===== src/rtl/exception_sequencer_if.sv =====
// exception_sequencer_if: request flags, PC/memory inputs, EPC/PC load outputs.
// Optional EXC_CAUSE_EN adds the cause/lost reporting signals.
interface exception_sequencer_if;
    logic        exc_opcode;
    logic        exc_ovf;
    logic        exc_div0;
    logic [31:0] pc_in;
    logic [31:0] mem_rdata;
    logic        busy;
    logic        mem_sel;
    logic [31:0] mem_addr;
    logic        epc_load;
    logic [31:0] epc_value;
    logic        pc_load;
    logic [31:0] pc_value;
    logic        done;
`ifdef EXC_CAUSE_EN
    logic [1:0]  cause;
    logic [1:0]  lost;
`endif

    modport master (
        output exc_opcode, exc_ovf, exc_div0, pc_in, mem_rdata,
`ifdef EXC_CAUSE_EN
        input  cause, lost,
`endif
        input  busy, mem_sel, mem_addr, epc_load, epc_value,
        input  pc_load, pc_value, done
    );

    modport slave (
        input  exc_opcode, exc_ovf, exc_div0, pc_in, mem_rdata,
`ifdef EXC_CAUSE_EN
        output cause, lost,
`endif
        output busy, mem_sel, mem_addr, epc_load, epc_value,
        output pc_load, pc_value, done
    );
endinterface


===== src/rtl/exception_sequencer.sv =====
// exception_sequencer: saves EPC, fetches the vector byte, loads it into PC.
// Optional macro EXC_CAUSE_EN adds cause/lost reporting registers.
module exception_sequencer #(
    parameter int MEM_LAT    = 2,
    parameter int EPC_OFFSET = 4,
    parameter int VEC_OPCODE = 253,
    parameter int VEC_OVF    = 254,
    parameter int VEC_DIV0   = 255
) (
    input  logic                 clk,
    input  logic                 reset,
    exception_sequencer_if.slave bus
);
    typedef enum logic [1:0] {S_IDLE, S_WAIT, S_COMMIT} state_t;

    localparam logic [2:0] CNT_INIT = 3'(MEM_LAT - 1);

    state_t      state;
    logic [2:0]  cnt;
    logic        any_req;
    logic [31:0] vec;

    assign any_req = bus.exc_opcode | bus.exc_ovf | bus.exc_div0;

    // Fixed priority: opcode over overflow over divide-by-zero.
    always_comb begin
        vec = 32'(VEC_DIV0);
        if (bus.exc_opcode)
            vec = 32'(VEC_OPCODE);
        else if (bus.exc_ovf)
            vec = 32'(VEC_OVF);
    end

    always_ff @(posedge clk or negedge reset) begin
        if (!reset) begin
            state         <= S_IDLE;
            cnt           <= '0;
            bus.busy      <= 1'b0;
            bus.mem_sel   <= 1'b0;
            bus.mem_addr  <= '0;
            bus.epc_load  <= 1'b0;
            bus.epc_value <= '0;
            bus.pc_load   <= 1'b0;
            bus.pc_value  <= '0;
            bus.done      <= 1'b0;
`ifdef EXC_CAUSE_EN
            bus.cause     <= 2'b00;
            bus.lost      <= 2'b00;
`endif
        end else begin
            bus.epc_load <= 1'b0;
            bus.pc_load  <= 1'b0;
            bus.done     <= 1'b0;
            case (state)
                S_IDLE: begin
                    if (any_req) begin
                        bus.epc_value <= bus.pc_in - 32'(EPC_OFFSET);
                        bus.mem_addr  <= vec;
                        bus.busy      <= 1'b1;
                        bus.mem_sel   <= 1'b1;
                        cnt           <= CNT_INIT;
                        state         <= S_WAIT;
`ifdef EXC_CAUSE_EN
                        if (bus.exc_opcode)
                            bus.cause <= 2'b01;
                        else if (bus.exc_ovf)
                            bus.cause <= 2'b10;
                        else
                            bus.cause <= 2'b11;
                        bus.lost <= {bus.exc_div0 & (bus.exc_opcode | bus.exc_ovf),
                                     bus.exc_ovf & bus.exc_opcode};
`endif
                    end
                end
                S_WAIT: begin
                    if (cnt == 3'd0) begin
                        bus.pc_value <= {24'h0, bus.mem_rdata[7:0]};
                        bus.mem_sel  <= 1'b0;
                        bus.epc_load <= 1'b1;
                        bus.pc_load  <= 1'b1;
                        bus.done     <= 1'b1;
                        state        <= S_COMMIT;
                    end else begin
                        cnt <= cnt - 3'd1;
                    end
                end
                S_COMMIT: begin
                    bus.busy <= 1'b0;
                    state    <= S_IDLE;
                end
                default: begin
                    bus.busy    <= 1'b0;
                    bus.mem_sel <= 1'b0;
                    state       <= S_IDLE;
                end
            endcase
        end
    end
endmodule


===== src/flat_wrapper.sv =====
// flat-port wrapper written by rule: the top's interface ports become plain ports
module exception_sequencer_flat 
#(
    parameter int MEM_LAT    = 2,
    parameter int EPC_OFFSET = 4,
    parameter int VEC_OPCODE = 253,
    parameter int VEC_OVF    = 254,
    parameter int VEC_DIV0   = 255
)
  (clk, reset, bus_exc_opcode, bus_exc_ovf, bus_exc_div0, bus_pc_in, bus_mem_rdata, bus_busy, bus_mem_sel, bus_mem_addr, bus_epc_load, bus_epc_value, bus_pc_load, bus_pc_value, bus_done);
  exception_sequencer_if bus_i ();
  input  logic clk;
  input  logic reset;
  input wire logic [$bits(bus_i.exc_opcode)-1:0] bus_exc_opcode;
  input wire logic [$bits(bus_i.exc_ovf)-1:0] bus_exc_ovf;
  input wire logic [$bits(bus_i.exc_div0)-1:0] bus_exc_div0;
  input wire logic [$bits(bus_i.pc_in)-1:0] bus_pc_in;
  input wire logic [$bits(bus_i.mem_rdata)-1:0] bus_mem_rdata;
  output wire logic [$bits(bus_i.busy)-1:0] bus_busy;
  output wire logic [$bits(bus_i.mem_sel)-1:0] bus_mem_sel;
  output wire logic [$bits(bus_i.mem_addr)-1:0] bus_mem_addr;
  output wire logic [$bits(bus_i.epc_load)-1:0] bus_epc_load;
  output wire logic [$bits(bus_i.epc_value)-1:0] bus_epc_value;
  output wire logic [$bits(bus_i.pc_load)-1:0] bus_pc_load;
  output wire logic [$bits(bus_i.pc_value)-1:0] bus_pc_value;
  output wire logic [$bits(bus_i.done)-1:0] bus_done;
  assign bus_i.exc_opcode = bus_exc_opcode;
  assign bus_i.exc_ovf = bus_exc_ovf;
  assign bus_i.exc_div0 = bus_exc_div0;
  assign bus_i.pc_in = bus_pc_in;
  assign bus_i.mem_rdata = bus_mem_rdata;
  assign bus_busy = bus_i.busy;
  assign bus_mem_sel = bus_i.mem_sel;
  assign bus_mem_addr = bus_i.mem_addr;
  assign bus_epc_load = bus_i.epc_load;
  assign bus_epc_value = bus_i.epc_value;
  assign bus_pc_load = bus_i.pc_load;
  assign bus_pc_value = bus_i.pc_value;
  assign bus_done = bus_i.done;
  exception_sequencer #(.MEM_LAT(MEM_LAT), .EPC_OFFSET(EPC_OFFSET), .VEC_OPCODE(VEC_OPCODE), .VEC_OVF(VEC_OVF), .VEC_DIV0(VEC_DIV0)) u_core (.clk(clk), .reset(reset), .bus(bus_i));
endmodule

===== config.mk =====
export PLATFORM = sky130hd
export DESIGN_NAME = exception_sequencer_flat
export DESIGN_NICKNAME = d
export VERILOG_FILES = /design/src/rtl/exception_sequencer_if.sv /design/src/rtl/exception_sequencer.sv /design/src/flat_wrapper.sv
export SDC_FILE = /design/constraint.sdc
export NUM_CORES = 1
export LEC_CHECK = 0
export BUFFER_PORTS_ARGS = -buffer_cell sky130_fd_sc_hd__buf_2
export CORE_UTILIZATION = 41
export DETAILED_ROUTE_END_ITERATION = 12
export GPL_ROUTABILITY_DRIVEN = 0
export PLACE_DENSITY_LB_ADDON = 0.1
export SYNTH_ARGS = -nofsm -noshare
export SYNTH_HDL_FRONTEND = slang
export SYNTH_SLANG_ARGS = --single-unit

===== constraint.sdc =====
create_clock -name clk -period 2.46 [get_ports clk]
set_clock_uncertainty 0.1 [all_clocks]
set_input_delay 0.615 -clock clk [delete_from_list [all_inputs] [get_ports clk]]
set_output_delay 0.615 -clock clk [all_outputs]
set_load 0.1 [all_outputs]

==> results.yml, run 1 <==
floorplanning:
  pin_count: 170
  die_x_um: 85.0
  fp.coreArea_um2: 6490
  rows: 29
  die-area_um2: 7230
  initial_core_util_pct: 43.5
  die_h_um: 85.0
clock_tree:
  hold_buffers: 0
  clk_path_buf_depth: 2
  cts_tree: "yes"
  clk_latency_ps: 300
  cts_buffers: 5
  cts_resized: 0
  htreeDepth: 2
  root_buffer: "clkbuf_8"
  clk_pin_slew_ps: 90
  clkSinkCount: 51
  postCtsSetupBuffers: 0
logic_synthesis:
  synthMuxAreaShare_pct: 3.59
  synthAdderAreaFrac_pct: 1.33
  syn_area_per_cell_um2: 9.45
  ys_seq_elements: 51
  ys_types: 33
  synth_xor_area_share_pct: 7.44
  syn_area_um2: 2830
  synth_edf_count: 0
  synth_top_area_share_pct: 45.2
  synth_top_cell_by_area: "dfrtp_1"
  synth_top_family_by_area: "simple AND/OR/NAND/NOR gates"
  yosysSeqAreaShare_pct: 45.2
  synth-main-ff-cell: "dfrtp_1"
  synthCells: 299
  async_reset_ff_share_pct: 100
  synth_area_leaders: "dfrtp_1, buf_4, o21ai_0"
  yosys_warnings: 0
  synth_compound_area_share_pct: 7.57
  yosys.area_share.simple_pct: 18.1
global_routing:
  gr-usage-all-layers_pct: 15.7
  grt_pass1_vias: 1973
  antenna_found_initial: 0
  overflow: 0
  grt_max_degree: 43
  grt_pass1_wl_um: 9030
sta:
  rsz0062_at_grt: "no"
  setup_viol: 0
  final-hold-violation-count: 0
  finalSetupTns_ps: 0
  fin_crit_ps: 2220
  worst_pin_slew_ps: 623
  worst_hold_slack_ps: 182
  min_period_over_period_pct: 90.3
  maxSlewViolCount: 0
  fmax_ghz: 0.450
  relSlewSlack_pct: 58.1
critical_path:
  crit_chain: "buf_2 -> or4_4 -> or4_1 -> or4_1 -> a31oi_1"
  cp.required_ps: 2580
  critPathKind: "primary input to flop"
  cpPeakStageDelay_ps: 530
  crit_fanout: 3
  cp.buffers_inverters: 1
  crit_slowest_cell: "or4_4"
  end_kind: "flop"
  crit_path_frequent_cell: "or4_1"
  arrival_ps: 2340
  path_delay_family: "simple AND/OR/NAND/NOR gates"
  startpoint_type: "primary input"
drt:
  drtIter0Drc: 85
  top_layer: "met4"
  drc: 0
  drt_first_pass_iters: 4
  wire_per_inst_um: 11.4
  via_per_inst: 4.55
  vias: 2213
  wl_met3_um: 357
  wl_um: 5540
  postRouteAntennaNets: 0
  met1_length_um: 2520
  met2_length_um: 2600
layout:
  drive_gt1_share_pct: 34.7
  nets: 481
  finalNonFillerCells: 486
  fin_area_um2: 3410
  fillers: 663
  multiInputGateArea_um2: 1250
  n_antenna_cell: 0
  syn2layout_area_growth_pct: 20.7
  regArea_um2: 1280
min_path:
  hold_path_class: "primary input to async pin"
placed_design:
  place_hpwl_um: 4340
  dp.cells: 479
  placed_cell_area_um2: 3320
  portBuffers: 97
status:
  status: "finished clean"
flow_run:
  maxCapViolCount: 0
through the flow:
stage	util (%)	worst slack, ps
2_1_floorplan	-	65.2
3_3_place_gp	51.2	-63.0
3_5_place_dp	51.2	-66.3
4_1_cts	52.5	251
5_1_grt	52.5	123
6_report	52.5	239
sequential cells by signal (all words and copies together), names as in the netlist:
register,count
u_core.bus.mem_sel,1
u_core.cnt,3
u_core.bus.busy,1
u_core.bus.epc_load,1
u_core.bus.pc_value,8
u_core.bus.epc_value,32
u_core.bus.mem_addr,3
u_core.state,2
placed cells by master (no fill, tap or decap), types with 5 or more instances in the layout:
cell      Yosys  layout
buf_4        55      22
clkbuf_8      0       6
mux2_2        9       9
buf_2         0      97
conb_1        1      48
or4_1         6       6
dfrtp_1      51      51
nand3_1       5       5
nor2_1       13      13
xor2_1       10      10
nand2_1      42      42
inv_1         7       7
nor3_1       13      13
o21ai_0      32      32
xnor2_1      14      14
synth_stat cells (all sizes together), types with 2 or more instances:
library cell,n
xnor2,14
o21ai,32
nor3b,2
nand3,5
nand2b,2
nor2,13
o31ai,2
ha,3
or3,2
a31oi,3
xor2,10
nor2b,4
inv,7
dfrtp,51
clkbuf,9
nand2,43
nor3,13
or4,8
buf,55
nor4,3
mux2,9
kinds of logic (layout without fill, tap and decap cells):
kind of cell             Yosys count  after routing
AO/OA/AOI/OAI                     40             40
XOR/XNOR                          24             24
adder cells (fa/ha/maj)            3              3
buffers and inverters             71            134
flip-flops                        51             51
multiplexers                       9              9
other                              1             48
AND/OR/NAND/NOR                  100            100
layout make-up:
| cell class | instances | share of cell area (%) |
|---|---|---|
| sequential | 51 | 37.4 |
| inverter | 7 | 0.770 |
| multi-input combinational | 224 | 36.8 |
| tap | 77 | 2.82 |
| clock inverter | 1 | 0.147 |
| clock buffer | 6 | 2.42 |
| timing repair buffer | 120 | 19.7 |
per-layer routing:
layer	track usage [%]	vias to the layer above
li1	-	1112
met1	20.9	1009
met2	26.0	87
met3	2.82	5
met4	4.78	0
met5	0	-
path summary, 6_finish.rpt:
path | cells after the start | slack, ps | startpoint | endpoint
max in group asynchronous | 2 | 1530 | reset | u_core.bus.epc_value[27]
hold reg to reg | 2 | 360 | u_core.bus.epc_value[13] | u_core.bus.epc_value[13]
min in group clk | 2 | 360 | u_core.bus.epc_value[13] | u_core.bus.epc_value[13]
hold / removal | 1 | 180 | reset | u_core.bus.epc_value[0]
setup reg to reg | 6 | 640 | u_core.cnt[0] | u_core.bus.pc_value[7]
setup / recovery | 5 | 240 | bus_pc_in[26] | u_core.bus.epc_value[31]
Power of run 1 is left out: the tool's default activity adds up to more than one toggle a clock period on the data nets, which glitch-free logic cannot reach.
==> run 2, diff against run 1 <==
REMOVE_ABC_BUFFERS = 1   (was not set)
==> run 2 against run 1 <==
  * Non-clock buffer count shrank 2
  * Worst hold slack better by 130 ps
  * Routed wire length increased by 2.7%
  * Largest cell class unchanged
==> results.yml, run 2 (synthesis results as in run 1) <==
status:
  status: "finished clean"
critical_path:
  crit_fanout: 3
  crit_path_frequent_cell: "or4_1"
  crit_start: "bus_pc_in[26]"
  critPathKind: "primary input to flop"
  cp.buffers_inverters: 1
  path_delay_family: "simple AND/OR/NAND/NOR gates"
  end_kind: "flop"
  cpPeakStageDelay_ps: 530
  r2r_start: "u_core.state[0]"
  crit_slowest_cell: "or4_4"
  startpoint_type: "primary input"
  arrival_ps: 2360
  crit_chain: "buf_2 -> or4_4 -> or4_1 -> or4_1 -> a31oi_1"
  cp.required_ps: 2590
drt:
  vias: 2206
  drtIter0Drc: 85
  via_per_inst: 4.55
  drt_first_pass_iters: 4
  drc: 0
  postRouteAntennaNets: 0
  wl_um: 5690
  wire_per_inst_um: 11.7
floorplanning:
  fp.coreArea_um2: 6490
  rows: 29
  die_x_um: 85.0
  initial_core_util_pct: 43.5
  die_h_um: 85.0
  pin_count: 170
  die-area_um2: 7230
sta:
  final-hold-violation-count: 0
  worst_pin_slew_ps: 652
  rsz0062_at_grt: "no"
  relSlewSlack_pct: 56.5
  maxSlewViolCount: 0
  min_period_over_period_pct: 90.5
  setup_viol: 0
  fin_crit_ps: 2230
  finalSetupTns_ps: 0
  fmax_ghz: 0.449
layout:
  syn2layout_area_growth_pct: 20.6
  layout_commonest_cell: "buf_2"
  largest-register: "u_core.bus.epc_value"
  regArea_um2: 1280
  final_cell_mix: "buf_2, dfrtp_1, conb_1"
  nets: 479
  top_regs: "u_core.bus.epc_value x32, u_core.bus.pc_value x8"
  multiInputGateArea_um2: 1250
  drive_gt1_share_pct: 34.6
  fillers: 630
  largest_reg_flops: 32
  n_antenna_cell: 0
  finalNonFillerCells: 485
clock_tree:
  hold_buffers: 0
  root_buffer: "clkbuf_8"
  cts_buffers: 5
  postCtsSetupBuffers: 0
  htreeDepth: 2
  clk_latency_ps: 300
  clkSinkCount: 51
  clk_pin_slew_ps: 100
  cts_tree: "yes"
  cts_resized: 0
  clk_path_buf_depth: 2
global_routing:
  overflow: 0
  antenna_found_initial: 0
  grt_pass1_wl_um: 9270
  gr-usage-all-layers_pct: 16.3
  grt_pass1_vias: 1961
  grt_max_degree: 52
placed_design:
  portBuffers: 97
  dp.cells: 477
  place_hpwl_um: 4350
min_path:
  hold_path_class: "primary input to async pin"
flow_run:
  maxCapViolCount: 0
==> run 2: changes by cell type in the layout (fill, tap and decap cells not counted), sizes merged <==
cell | before | now
clkinv | 1 | 2
buf | 120 | 118
bufinv | 0 | 1
clkbuf | 6 | 5
==> run 2: layer usage <==
metal  vias to the layer above  global-route usage, %  routed length [µm]
met4                         0                   4.62                  48
li1                       1117                      -                   -
met1                      1010                   21.0                2500
met5                         -                      0                   0
met2                        74                   27.3                2800
met3                         5                   3.79                 334
==> run 2: final cells by class <==
cell class	count	area share, %
clock buffers	5	2.02
clock inverters	3	1.28
multi-input cells	224	36.8
inverters	7	0.771
flip-flops and latches	51	37.4
repair buffers	118	18.9
well taps	77	2.83
==> run 2: stage by stage <==
step / instance area [µm²] / util (%) / setup slack (ps) / hold slack, ps
2_1_floorplan: 2560 / - / -2120 / 219
3_3_place_gp: 3300 / 50.8 / -81.5 / 345
3_5_place_dp: 3300 / 50.8 / -83.8 / 365
4_1_cts: 3410 / 52.5 / 239 / 342
5_1_grt: 3410 / 52.5 / 187 / 372
6_report: 3410 / 52.5 / 234 / 317
==> run 2: path summary, 6_finish.rpt <==
kind	endpoint	slack (ps)	cells after the start
max in group asynchronous	u_core.bus.pc_value[5]	1510	2
max	u_core.bus.epc_value[31]	230	5
max reg2reg	u_core.bus.epc_value[27]	590	3
min reg2reg	u_core.bus.mem_sel	380	2
min in group clk	u_core.bus.mem_sel	380	2
min	u_core.bus.mem_addr[1]	320	2
Power of run 2 is left out for the same reason.
